### src/rtl/ext_block_sequencer.sv
// ext_block_sequencer: executes one extension-block instruction by streaming
// `count` blocks from memory through the selected extension module and
// writing the results back, stalling the core for the duration.
module ext_block_sequencer #(
  parameter int NUM_MODULES   = 2,
  parameter int BLOCK_BITS    = 128,
  parameter int MEM_WORD_BITS = 32,
  parameter int COUNT_BITS    = 12
) (
  input  logic                       clk,
  input  logic                       rst,
  input  logic                       issue_valid,
  input  logic [2:0]                 funct3,
  input  logic [31:0]                src_base,
  input  logic [31:0]                dst_base,
  input  logic [COUNT_BITS-1:0]      count,
  output logic                       issue_ready,
  output logic                       stall,
  output logic                       busy,
  output logic                       done_pulse,
  output logic                       err,
  output logic                       mem_req,
  output logic                       mem_we,
  output logic [31:0]                mem_addr,
  output logic [MEM_WORD_BITS-1:0]   mem_wdata,
  output logic [MEM_WORD_BITS/8-1:0] mem_byteena,
  input  logic                       mem_gnt,
  input  logic                       mem_rvalid,
  input  logic [MEM_WORD_BITS-1:0]   mem_rdata,
  output logic                       ext_start,
  output logic [2:0]                 ext_sel,
  output logic [BLOCK_BITS-1:0]      ext_din,
  input  logic                       ext_done,
  input  logic [BLOCK_BITS-1:0]      ext_dout
);

  localparam int WORDS  = BLOCK_BITS / MEM_WORD_BITS;
  localparam int WIDX_W = (WORDS > 1) ? $clog2(WORDS) : 1;
  localparam logic [31:0]       BLOCK_BYTES = 32'(BLOCK_BITS / 8);
  localparam logic [31:0]       WORD_BYTES  = 32'(MEM_WORD_BITS / 8);
  localparam logic [WIDX_W-1:0] LAST_WORD   = WIDX_W'(WORDS - 1);

  typedef enum logic [2:0] {
    S_IDLE, S_LOAD, S_RUN, S_STORE, S_NEXT, S_DONE
  } state_t;

  state_t                              state_q, state_d;
  logic [2:0]                          sel_q;
  logic [31:0]                         src_q, dst_q, blk_off_q;
  logic [COUNT_BITS-1:0]               rem_q;
  logic                                bad_sel_q;
  logic [WIDX_W-1:0]                   word_q;
  logic                                rd_wait_q;  // read granted, data not yet back
  logic                                started_q;  // ext_start already issued this RUN
  logic [WORDS-1:0][MEM_WORD_BITS-1:0] din_q, dout_q;

  logic        accept, bad_sel, last_word;
  logic [31:0] base, addr_raw;

  assign accept    = (state_q == S_IDLE) && issue_valid;
  assign bad_sel   = (funct3 == 3'd0) || (funct3 > 3'(NUM_MODULES));
  assign last_word = (word_q == LAST_WORD);

  // State register.
  // NOTE: sequential state uses non-blocking assignments so every flop samples
  // pre-edge values regardless of process evaluation order.
  always_ff @(posedge clk or posedge rst) begin
    if (rst) state_q <= S_IDLE;
    else     state_q <= state_d;
  end

  // Next-state decode.
  // NOTE: the default assignment first guarantees state_d is driven on every
  // path, so no latch is inferred.
  always_comb begin
    state_d = state_q;
    case (state_q)
      S_IDLE:  if (issue_valid) begin
                 if (bad_sel || (count == '0)) state_d = S_DONE;
                 else                          state_d = S_LOAD;
               end
      S_LOAD:  if (rd_wait_q && mem_rvalid && last_word) state_d = S_RUN;
      S_RUN:   if (started_q && ext_done) state_d = S_STORE;
      S_STORE: if (mem_gnt && last_word) state_d = S_NEXT;
      S_NEXT:  state_d = (rem_q > COUNT_BITS'(1)) ? S_LOAD : S_DONE;
      S_DONE:  state_d = S_IDLE;
      default: state_d = S_IDLE;
    endcase
  end

  // Instruction latch, block/word counters and block data buffers.
  // NOTE: the block buffers are reset as well because din_q drives ext_din
  // directly and every output must read zero while in reset.
  always_ff @(posedge clk or posedge rst) begin
    if (rst) begin
      sel_q     <= '0;
      src_q     <= '0;
      dst_q     <= '0;
      blk_off_q <= '0;
      rem_q     <= '0;
      bad_sel_q <= 1'b0;
      word_q    <= '0;
      rd_wait_q <= 1'b0;
      started_q <= 1'b0;
      din_q     <= '0;
      dout_q    <= '0;
    end else begin
      case (state_q)
        S_IDLE: if (issue_valid) begin
          sel_q     <= funct3;
          src_q     <= src_base;
          dst_q     <= dst_base;
          rem_q     <= count;
          bad_sel_q <= bad_sel;
          blk_off_q <= '0;
          word_q    <= '0;
          rd_wait_q <= 1'b0;
          started_q <= 1'b0;
        end
        S_LOAD: begin
          if (!rd_wait_q) begin
            if (mem_gnt) rd_wait_q <= 1'b1;
          end else if (mem_rvalid) begin
            din_q[word_q] <= mem_rdata;
            rd_wait_q     <= 1'b0;
            word_q        <= last_word ? '0 : word_q + 1'b1;
          end
        end
        S_RUN: begin
          // ext_done in the ext_start cycle is ignored: only sampled once started.
          if (!started_q) begin
            started_q <= 1'b1;
          end else if (ext_done) begin
            dout_q    <= ext_dout;
            started_q <= 1'b0;
          end
        end
        S_STORE: if (mem_gnt) word_q <= last_word ? '0 : word_q + 1'b1;
        S_NEXT: begin
          blk_off_q <= blk_off_q + BLOCK_BYTES;
          rem_q     <= rem_q - 1'b1;
        end
        default: ;
      endcase
    end
  end

  // Address generation: base + block offset + word offset, modulo 2^32.
  assign base     = (state_q == S_STORE) ? dst_q : src_q;
  assign addr_raw = base + blk_off_q + 32'(word_q) * WORD_BYTES;

  // Memory request decode; a request stays put until granted because all of
  // its inputs only change on mem_gnt.
  assign mem_req     = ((state_q == S_LOAD) && !rd_wait_q) || (state_q == S_STORE);
  assign mem_we      = (state_q == S_STORE);
  assign mem_addr    = mem_req ? addr_raw : '0;
  assign mem_wdata   = mem_we ? dout_q[word_q] : '0;
  assign mem_byteena = {(MEM_WORD_BITS/8){mem_req}};

  // Extension command and status decode.
  assign ext_start   = (state_q == S_RUN) && !started_q;
  assign ext_din     = din_q;
  assign issue_ready = (state_q == S_IDLE);
  assign busy        = (state_q != S_IDLE);
  assign ext_sel     = busy ? sel_q : 3'd0;
  assign done_pulse  = (state_q == S_DONE);
  assign err         = done_pulse && bad_sel_q;
  assign stall       = accept || (state_q == S_LOAD) || (state_q == S_RUN) ||
                       (state_q == S_STORE) || (state_q == S_NEXT);

endmodule

### config.mk
export PLATFORM = sky130hd
export DESIGN_NAME = ext_block_sequencer
export DESIGN_NICKNAME = d
export VERILOG_FILES = /design/src/rtl/ext_block_sequencer.sv
export SDC_FILE = /design/constraint.sdc
export NUM_CORES = 1
export LEC_CHECK = 0
export ABC_AREA = 0
export CORE_MARGIN = 2
export CORE_UTILIZATION = 45
export CTS_CLUSTER_DIAMETER = 30
export DETAILED_ROUTE_END_ITERATION = 8
export HOLD_SLACK_MARGIN = 0.08
export PLACE_DENSITY = 0.84
export SKIP_LAST_GASP = 1
export SLEW_MARGIN = 20
export SYNTH_ARGS = -nofsm -noshare
export SYNTH_HDL_FRONTEND = slang
export SYNTH_SLANG_ARGS = --single-unit
### constraint.sdc
create_clock -name clk -period 36.4 [get_ports clk]
set_input_delay 7.28 -clock clk [delete_from_list [all_inputs] [get_ports clk]]
set_output_delay 7.28 -clock clk [all_outputs]
set_load 0.02 [all_outputs]
==> flow_metrics.env <==
export IMPL_worstHoldStart="bad_sel_q"
export IMPL_power_total_w=0.00247
export IMPL_ios=452
export IMPL_crit_chain="clkdlybuf4s50_1 -> nor2_1 -> mux2i_1 -> clkdlybuf4s50_1"
export IMPL_finalCriticalPeriod_ns=16.07
export IMPL_wl_microns=58700
export IMPL_swShare_pct=34.7
export IMPL_clock_path_buffers=3
export IMPL_grt_pass1_vias=16000
export IMPL_clock_sinks=371
export IMPL_grt_use_total_pct=28.2
export IMPL_synth_area_leaders="dfrtp_1, mux2_2, nand2_1"
export IMPL_fill_cells=2777
export IMPL_crit_path_max_fanout=5
export IMPL_synth_top_cell_area_share_pct=51.3
export IMPL_netlist_top_cells_count="dfrtp_1, nand2_1, mux2_2, clkbuf_1, ha_1"
export IMPL_gp_congestion=0.923
export IMPL_finClkSkew_ns=0.0173
export IMPL_arrival_ns=8.79
export IMPL_clkLatencyLatePin_ns=0.62
export IMPL_async_reset_ff_share_pct=100
export IMPL_rows=73
export IMPL_grt_start_max_net_pins=145
export IMPL_drt_pass1_iterations=6
export IMPL_drive_gt1_share_pct=22.2
export IMPL_required_ns=29.12
export IMPL_p_seq_share_pct=28.1
export IMPL_cts_tree="built"
export IMPL_yosysSeqAreaShare_pct=51.3
export IMPL_drc=0
export IMPL_run_status="completed"
export IMPL_cap_viol_max_count=0
export IMPL_port_buffers=451
export IMPL_numCtsBuffers=89
export IMPL_path_class="in -> out"
export IMPL_root_buffer="clkbuf_16"
export IMPL_die_h_microns=205
export IMPL_area_growth_pct=45.7
export IMPL_grt_ovfl_total=0
export IMPL_utilization_pct=66.3
export IMPL_worst_path_most_repeated_cell="clkdlybuf4s50_1"
export IMPL_drt_vias_per_instance=5.48
export IMPL_finalSetupViolCount=0
export IMPL_fin_crit_sh_pct=44.1
export IMPL_rsz0062_at_grt="false"
export IMPL_finalSetupTns_ns=0
export IMPL_holdPathStages=2
export IMPL_comb_power_share_pct=37.3
export IMPL_die_w_microns=205
export IMPL_synth_top_area_cell="dfrtp_1"
export IMPL_dieArea_sq_um=41800
export IMPL_ys_types=63
export IMPL_hold_path_class="reg -> reg"
export IMPL_p_leak_nw=12.1
export IMPL_drv_slew=0
export IMPL_internal_power_w=0.00161
export IMPL_clock_fmax_ghz=0.0622
export IMPL_syn_mean_instance_area_sq_um=11.2
export IMPL_start_util_pct=45.5
export IMPL_vdd_drop_max_mv=0.0727
export IMPL_grt_pass1_wl_microns=90900
export IMPL_switching_power_w=0.000856
export IMPL_tightest_slew_ns=0.989
export IMPL_dp_hpwl_microns=38300
export IMPL_clkPwrFrac_pct=34.6
export IMPL_routedWlPerCell_microns=21.9
export IMPL_ys_ff_latch=371
export IMPL_core_sq_um=39700
export IMPL_synth_area_sq_um=18100
export IMPL_hold_buffers=0
export IMPL_yosys_warnings=0
export IMPL_final_nets=2395
export IMPL_synth_edf_count=0
export IMPL_post_cts_setup_buffers=0
export IMPL_r2r_start="state_q[1]"
export IMPL_antenna_found_initial=4
export IMPL_relSlewSlack_pct=34.1
export IMPL_htree_levels=3
export IMPL_clk_pin_slew_ns=0.04
export IMPL_min_to="bad_sel_q"
export IMPL_synth_most_common_cell="dfrtp_1"
export IMPL_cp_slowest_cell="clkdlybuf4s50_1"
export IMPL_crit_reg2reg_capture="dout_q[14]"
export IMPL_final_hold_viol_count=0
export IMPL_powerDensity_nw_per_um2=93.6
export IMPL_critical_path_max_stage_delay_ns=0.64
export IMPL_synthCells=1609
export IMPL_ys_flop_type="dfrtp_1"
export IMPL_vias=14700
export IMPL_reg2reg_depth=6
export IMPL_critPathLaunchType="primary input"
export IMPL_reg2reg_slack_ns=33.24
export IMPL_ant_nets=0
export IMPL_cts_resized=0
export IMPL_drtIter0Drc=941
export IMPL_crit_path_end_kind="output port"
through the flow:
stage          cell area (sq um)  hold WS (ns)  worst slack (ns)  cells
5_1_grt                    26400         0.498             20.28   2685
2_1_floorplan              18100         0.438             18.82   1611
6_report                   26400         0.466             20.33   2686
3_3_place_gp               23100         0.451             20.39   2517
3_5_place_dp               23100         0.462             20.41   2517
4_1_cts                    26300         0.471             20.39   2683
cells by family (layout without fill, tap and decap cells):
logic type,after synthesis,count (layout),synth area share [%]
other,1,6,0.0207
xor gates and xnor gates,22,22,1.07
AOI/OAI and AO/OA,167,167,6.00
and+or+nand+nor,578,578,14.1
adders and majority gates,67,67,4.68
buffers and inverters,103,650,2.23
DFF,371,371,51.3
muxes,300,300,20.6
worst max path at each step:
stage          slack (ns)  cells after the start         from   endpoint
2_1_floorplan       18.82                      1          rst  bad_sel_q
3_3_place_gp        20.39                      4  issue_valid      stall
3_5_place_dp        20.41                      4  issue_valid      stall
4_1_cts             20.39                      4  issue_valid      stall
5_1_grt             20.28                      4  issue_valid      stall
6_report            20.33                      4  issue_valid      stall
per-layer routing:
| layer | wire length [microns] | track usage, % | vias up | part of all wire, % |
|---|---|---|---|---|
| met5 | 13 | 0 | - | 0.022 |
| met4 | 2370 | 12.2 | 2 | 4.0 |
| met3 | 4440 | 9.48 | 154 | 7.6 |
| met2 | 29900 | 49.4 | 594 | 51 |
| met1 | 22000 | 31.3 | 7312 | 37 |
| li1 | - | - | 6653 | - |
cells in the final DEF, fill, tap and decap left out, drive strengths merged, types with 8 or more instances in the layout:
cell,instances
o211ai,15
a21oi,40
nand3,35
o21a,8
xnor2,15
inv,21
a21o,11
nor3,15
clkinv,23
nor4,9
mux4,32
nand2b,9
and3,39
o21ai,51
nand4,12
clkinvlp,9
dfrtp,371
mux2i,12
nor2b,8
nor2,50
buf,19
clkdlybuf4s50,451
nand2,367
mux2,256
clkbuf,112
ha,66
bufinv,15
critical path: cells and delay by family:
kind | cells | cell delay [ns]
mux | 1 | 0.16
simple gates | 1 | 0.07
buf+inv | 2 | 1.27
state kept, by name (all words and copies together), names as in the netlist:
signal,flops
bad_sel_q,1
blk_off_q,28
dout_q,128
dst_q,32
ext_din,128
rd_wait_q,1
rem_q,12
sel_q,3
src_q,32
started_q,1
state_q,3
word_q,2
power groups by stage:
stage / combinational, W / clock, W / sequential, W
final: 0.000919 / 0.000853 / 0.000694
after global routing: 0.000987 / 0.000883 / 0.000711
after CTS: 0.000921 / 0.000859 / 0.000692
after detailed placement: 0.000902 / 0 / 0.000688
after global placement: 0.000882 / 0 / 0.000674
after floorplan: 0.000495 / 0 / 0.000724
final cells by class:
type	instances	area, sq um	area share [%]
Clock buffer	112	2500	9.47
Antenna cell	3	7.51	0.0285
Tap cell	525	657	2.49
Clock inverter	54	739	2.81
Multi-Input combinational cell	1137	8440	32.0
Timing Repair Buffer	470	4660	17.7
Inverter	14	65.1	0.247
Sequential cell	371	9290	35.2
Note: power is estimated with default switching activity, not from simulation.
